<file path="config.mk">
export PLATFORM = sky130hd
export DESIGN_NAME = mem_arbiter
export DESIGN_NICKNAME = d
export VERILOG_FILES = /design/src/rtl/mem_arbiter.sv
export SDC_FILE = /design/constraint.sdc
export NUM_CORES = 1
export LEC_CHECK = 0
export CAP_MARGIN = 20
export CORE_AREA = 2 2 102 104
export CTS_CLUSTER_DIAMETER = 100
export DETAILED_ROUTE_END_ITERATION = 12
export DIE_AREA = 0 0 104 106
export PLACE_DENSITY = 0.83
export SLEW_MARGIN = 20
export SYNTH_ARGS = -nofsm -noshare
export SYNTH_HDL_FRONTEND = slang
export SYNTH_SLANG_ARGS = --single-unit
</file>
<file path="constraint.sdc">
create_clock -name CLK -period 6.68 [get_ports CLK]
set_input_delay 2.004 -clock CLK [delete_from_list [all_inputs] [get_ports CLK]]
set_output_delay 2.004 -clock CLK [all_outputs]
set_load 0.01 [all_outputs]
</file>
<file path="src/rtl/mem_arbiter.sv">
`default_nettype none
// ============================================================================
// Module   : mem_arbiter
// Purpose  : Shares one RAM port between instruction fetch and data access,
//            round-robin with data-first tie-break, and owns the LL/SC link.
// Revision : 1.0 - initial release
// ============================================================================
module mem_arbiter #(
    parameter int WORD_W  = 32,
    parameter bit LINK_EN = 1'b1
) (
    input  logic              CLK,
    input  logic              nRST,
    input  logic              iREN,
    input  logic [WORD_W-1:0] iaddr,
    input  logic              dREN,
    input  logic              dWEN,
    input  logic              datomic,
    input  logic [WORD_W-1:0] daddr,
    input  logic [WORD_W-1:0] dstore,
    output logic              iwait,
    output logic [WORD_W-1:0] iload,
    output logic              dwait,
    output logic [WORD_W-1:0] dload,
    output logic              ramREN,
    output logic              ramWEN,
    output logic [WORD_W-1:0] ramaddr,
    output logic [WORD_W-1:0] ramstore,
    input  logic [WORD_W-1:0] ramload,
    input  logic              ramready
);

    typedef enum logic [1:0] {
        IDLE = 2'd0,
        IACC = 2'd1,
        DACC = 2'd2
    } state_t;

    localparam logic [WORD_W-1:0] c_SC_OK = {{(WORD_W-1){1'b0}}, 1'b1};

    state_t            r_state;
    state_t            w_next_state;
    logic              r_last_d;
    logic              w_next_last_d;
    logic              r_link_valid;
    logic              w_next_link_valid;
    logic [WORD_W-1:0] r_link_addr;
    logic [WORD_W-1:0] w_next_link_addr;

    logic w_dreq;
    logic w_is_ll;
    logic w_is_sc;
    logic w_link_hit;
    logic w_icomplete;
    logic w_dcomplete;

    // dWEN takes priority if the pipeline ever raises both data strobes
    assign w_dreq     = dREN | dWEN;
    assign w_is_ll    = LINK_EN && datomic && dREN && !dWEN;
    assign w_is_sc    = LINK_EN && datomic && dWEN;
    assign w_link_hit = r_link_valid && (daddr == r_link_addr);

    assign iwait = iREN & ~w_icomplete;
    assign dwait = w_dreq & ~w_dcomplete;

    always_ff @(posedge CLK) begin
        if (!nRST) begin
            r_state      <= IDLE;
            r_last_d     <= 1'b0;
            r_link_valid <= 1'b0;
            r_link_addr  <= '0;
        end else begin
            r_state      <= w_next_state;
            r_last_d     <= w_next_last_d;
            r_link_valid <= w_next_link_valid;
            r_link_addr  <= w_next_link_addr;
        end
    end

    always_comb begin
        w_next_state      = r_state;
        w_next_last_d     = r_last_d;
        w_next_link_valid = r_link_valid;
        w_next_link_addr  = r_link_addr;
        ramREN            = 1'b0;
        ramWEN            = 1'b0;
        ramaddr           = '0;
        ramstore          = '0;
        iload             = '0;
        dload             = '0;
        w_icomplete       = 1'b0;
        w_dcomplete       = 1'b0;

        case (r_state)
            IDLE: begin
                if (iREN && w_dreq) begin
                    if (r_last_d) begin
                        w_next_state  = IACC;
                        w_next_last_d = 1'b0;
                    end else begin
                        w_next_state  = DACC;
                        w_next_last_d = 1'b1;
                    end
                end else if (w_dreq) begin
                    w_next_state  = DACC;
                    w_next_last_d = 1'b1;
                end else if (iREN) begin
                    w_next_state  = IACC;
                    w_next_last_d = 1'b0;
                end
            end

            IACC: begin
                if (!iREN) begin
                    w_next_state = IDLE;
                end else begin
                    ramREN  = 1'b1;
                    ramaddr = iaddr;
                    if (ramready) begin
                        iload        = ramload;
                        w_icomplete  = 1'b1;
                        w_next_state = IDLE;
                    end
                end
            end

            DACC: begin
                if (!w_dreq) begin
                    w_next_state = IDLE;
                end else if (w_is_sc && !w_link_hit) begin
                    // Failed SC never reaches the RAM and answers at once
                    w_dcomplete       = 1'b1;
                    w_next_link_valid = 1'b0;
                    w_next_state      = IDLE;
                end else if (dWEN) begin
                    ramWEN   = 1'b1;
                    ramaddr  = daddr;
                    ramstore = dstore;
                    if (ramready) begin
                        w_dcomplete  = 1'b1;
                        w_next_state = IDLE;
                        if (w_is_sc) begin
                            dload = c_SC_OK;
                        end
                        if (w_link_hit) begin
                            w_next_link_valid = 1'b0;
                        end
                    end
                end else begin
                    ramREN  = 1'b1;
                    ramaddr = daddr;
                    if (ramready) begin
                        dload        = ramload;
                        w_dcomplete  = 1'b1;
                        w_next_state = IDLE;
                        if (w_is_ll) begin
                            w_next_link_valid = 1'b1;
                            w_next_link_addr  = daddr;
                        end
                    end
                end
            end

            default: begin
                w_next_state = IDLE;
            end
        endcase
    end

endmodule
`default_nettype wire

</file>
# == Word level (Yosys, flattened, before mapping) ==
# Cells that the tools add are included.
# classes
n_addsub,0
mul,0
n_div,0
n_lt_le_gt_ge,0
eq_ne,5
n_shift,0
mux,51
bitwise,7
reduce_logical,15
# op_table
op,count
two-way mux 32 bit,14
one-hot mux 32 bit (2 select lines),1
== test 32 bit,1
two-way mux 1 bit,26
two-way mux 2 bit,8
logical AND 1 bit,6
one-hot mux 2 bit (3 select lines),1
AND reduction 6 bit,1
nonzero test 3 bit,2
AND reduction 5 bit,1
!= test 4 bit (second input constant),1
inverter 1 bit,4
!= test 3 x 1 -> 1 bit (second input constant),1
bitwise AND 1 bit,2
== test 2 x 1 -> 1 bit (second input constant),1
== test 2 bit (second input constant),1
zero test 1 bit,2
zero test 2 bit,1
one-hot mux 1 bit (2 select lines),1
AND reduction 2 bit,1
nonzero test 2 bit,1
OR 1 bit,1
# word_totals
register_bits,36
latchBits,0
ram_bits,0
rom_bits,0
in_bits,135
out_inout_bits,132
elab_cells,82
memories,0

# == Longest topological paths before layout ==
# logic_depth
ltp_word,9
mapped_depth,8
ltp_nobuf,7

# == Least setup slack after synthesis ==
# Ideal clock, no wire load.
# synth_path
path_type,in2out
start,input daddr[21]
end,output ramaddr[23]
t_arrival_ns,3.208
required_ns,4.676
path_slack_ns,1.468
cell_stages,7
n_path_buf,2
path_cell_list,xnor2_1 > nand4_1 > nor4_1 > a31oi_1 > buf_4 > buf_6 > o31ai_2
# synth_via
elab_chain_len,7
# synth_rtl
item,line,text
"start, declared",19,"input logic [WORD_W-1:0] daddr,"
== test 32 bit,61,assign w_link_hit = r_link_valid && (daddr == r_link_addr);
logical AND 1 bit,61,
zero test 1 bit,130,end else if (w_is_sc && !w_link_hit) begin
logical AND 1 bit,130,
two-way mux 32 bit,130,
two-way mux 32 bit,128,if (!w_dreq) begin
one-hot mux 32 bit (2 select lines),94,case (r_state)
"end, declared",27,"output logic [WORD_W-1:0] ramaddr,"
# No other way between the ends.

# == Worst setup path in the final report ==
# layout_path
start,input daddr[14]
end,output ramaddr[6]
# Same word-level chain as after synthesis.

==> summary.md <==
| Metric | Value |
|---|---|
| Outcome | `complete, no violations` |
| Number of diodes | `0` |
| Worst setup EP type | `output port` |
| PortBufs | `266` |
| WS Path Type | `in -> out` |
| Mapped Area | `3400 um^2` |
| Routed Antenna Nets | `0` |
| DIE HEIGHT | `106 um` |
| Resized cells post-CTS | `0` |
| Avg Synthesized Cell Area | `6.81 um^2` |
| Global-route wire length before repair | `21,600 um` |
| Total Nets Final | `891` |
| Placer Congestion | `0.884` |
| Critical path fanouts, max | `44` |
| Core area | `10000 um^2` |
| End of the critical path | `ramaddr[6]` |
| CP arrival | `4.51 ns` |
| Via count | `4,268` |
| Hold Violations, Final | `0` |
| Yosys reg bits | `36` |
| Multi-input gate area | `2400 um^2` |
| Clock transition at path regs | `0.07 ns` |
| GRT overflow | `0` |
| Reg2reg end | `r_link_addr[21]$_SDFFE_PN0P_` |
| Htree depth | `2` |
| Fmax | `0.153 GHz` |
| Initial antenna violation count | `0` |
| Relative slew slack | `58.4%` |
| Die width | `104 um` |
| Syn nets | `638` |
| Final instance area | `6320 um^2` |
| Routed len/inst | `15.2 um` |
| CTS tree | `built` |
| Worst Clk Skew | `0.00719 ns` |
| R2R cell count | `7` |
| Most frequent cells in the layout | `clkdlybuf4s50_1 (266), nand2_1 (134), and2_1 (66)` |
| Hpwl dp | `11,000 um` |
| Avg Vias per Cell | `4.80` |
| Sink Count | `36` |
| Slew Viols, Final | `0` |
| Num CTS Buffers | `5` |
| # rows | `37` |
| GRT Util Overall | `24.0%` |
| Hold slack | `0.469 ns` |
| Lkg Pwr | `2.32 nW` |
| Ports | `267` |
| Tightest Pin Transition | `0.609 ns` |
| Die area | `11,000 um^2` |
| Flop2flop setup slack | `4.88 ns` |
| MaxCap Viol Count | `0` |
| Ys async rst share | `0%` |
| Clk buf depth | `2` |
| Reg2reg start | `r_state[0]$_SDFFE_PN0P_` |
| Post-route DRC | `0` |
| TNS Setup | `0 ns` |
| CP startpoint kind | `input pin` |
| Initial drt markers | `279` |
| Yosys warns | `0` |
| FF+latch area | `721 um^2` |
| Post-synth EDFFs | `0` |
| Period minus WS final | `6.52 ns` |
| Layout overhead on the synthesized area | `86.0%` |
| HP Start | `r_link_addr[31]$_SDFFE_PN0P_` |
| CTS Hold Bufs | `0` |
| Post-Route WL | `13,500 um` |
| Layout cell share with drive strength beyond 1 | `5.84%` |
| CP required | `4.68 ns` |
| Period utilization | `97.5%` |
| Sequential element share of the synthesized area | `21.2%` |
| CP Launch Point | `daddr[14]` |
| Netlist cell types | `36` |
| Total setup buffers inserted after CTS | `0` |
| First-pass DRT Iterations | `4` |
| Final setup fails | `0` |
| Starting Density | `34.0%` |
| Commonest non-fill, non-tap cell in the layout | `clkdlybuf4s50_1` |
| VDD IR-drop max | `74.8 uV` |
| Hold Crit Class | `reg -> reg` |
| Pwr Density | `98.6 nW/um^2` |
| DP Area | `6220 um^2` |
| Primary FF master, synth | `dfxtp_1` |
| Post-Syn Instances | `499` |
| Clock Tree Root | `clkbuf_8` |
| Vias in the first global route | `4,224` |
| Unrepaired setup endpoints after global routing | `false` |
| Largest net degree at the start of global routing | `45` |
| Layout fillers | `848` |
| Clock Latency Late Sink | `0.29 ns` |
==> power breakdown <==
group / leakage (nW) / switching (mW) / internal, mW
clock: 0.0445 / 0.0769 / 0.0838
sequential: 0.291 / 0.00325 / 0.218
combinational: 1.98 / 0.103 / 0.138
==> cells in the mapped netlist, types with 2 or more instances <==
cell      instances  area [um^2]
buf_2             9         45.0
xnor2_1          32          280
nor2b_1           2         12.5
inv_1            38          143
clkbuf_1         21         78.8
and3_1            4         25.0
and2_1           66          413
o31ai_2           8          100
nand4_1          14         87.6
nor2_1           41          154
nand3_1           4         20.0
o31ai_4          10          213
a21boi_0         25          188
nor4_1            2         12.5
a21oi_1           5         25.0
buf_6             2         22.5
dfxtp_1          36          721
o31ai_1          14          105
o21ai_0           5         25.0
nand2_1         135          507
ha_1              4         50.1
a21boi_1          7         52.6
nor3_1            2         10.0
==> through the flow <==
step           utilization [%]  cells  worst slack (ns)  power (mW)
2_1_floorplan                -    499              1.47       0.317
3_3_place_gp              62.2    881             0.229       0.462
3_5_place_dp              62.2    881             0.183       0.467
4_1_cts                   63.2    889             0.135       0.629
5_1_grt                   63.2    889           0.00645       0.656
6_report                  63.2    889             0.165       0.623
==> how the worst min path moves through the flow <==
| stage | slack [ns] | end | depth (start not counted) |
|---|---|---|---|
| 3_5_place_dp | 0.46 | r_link_addr[31]$_SDFFE_PN0P_ | 2 |
| 3_3_place_gp | 0.45 | r_link_addr[27]$_SDFFE_PN0P_ | 2 |
| 6_report | 0.47 | r_link_addr[31]$_SDFFE_PN0P_ | 2 |
| 2_1_floorplan | 0.45 | r_link_addr[25]$_SDFFE_PN0P_ | 2 |
| 5_1_grt | 0.49 | r_link_addr[29]$_SDFFE_PN0P_ | 2 |
| 4_1_cts | 0.47 | r_link_addr[31]$_SDFFE_PN0P_ | 2 |
==> critical path, cell delays in order <==
cell	delay, ns
clkdlybuf4s50_1	0.47
xnor2_1	0.27
nand4_1	0.14
nor4_1	0.29
buf_4	0.17
a31oi_4	0.09
buf_12	0.22
o31ai_1	0.23
clkdlybuf4s50_1	0.59
==> layer usage <==
metal | GRT usage, % | vias up | routed length, um | part of all wire [%]
met5 | 0 | - | 0 | 0
met4 | 7.34 | 0 | 401 | 3.0
met3 | 5.64 | 28 | 943 | 7.0
met2 | 40.7 | 180 | 6490 | 48
met1 | 30.2 | 1934 | 5710 | 42
li1 | - | 2126 | - | -
==> flip-flops by register name (all words and copies together) (netlist names) <==
name and flops:
r_state 2, r_link_valid 1, r_last_d 1, r_link_addr 32
==> cell families after synthesis <==
family / share of synthesized area, %
compound gates: 22.3
xor+xnor: 8.24
fa+ha+maj: 1.47
buf+inv: 8.83
flops: 21.2
simple gates: 37.9
==> final cells by class <==
class,count,area share [%]
well taps,136,2.69
multi-input cells,391,38.0
flip-flops and latches,36,11.4
clock inverters,1,0.119
inverters,38,2.26
clock buffers,7,1.37
repair buffers,280,44.2
Power figures use the tool's default switching activity.
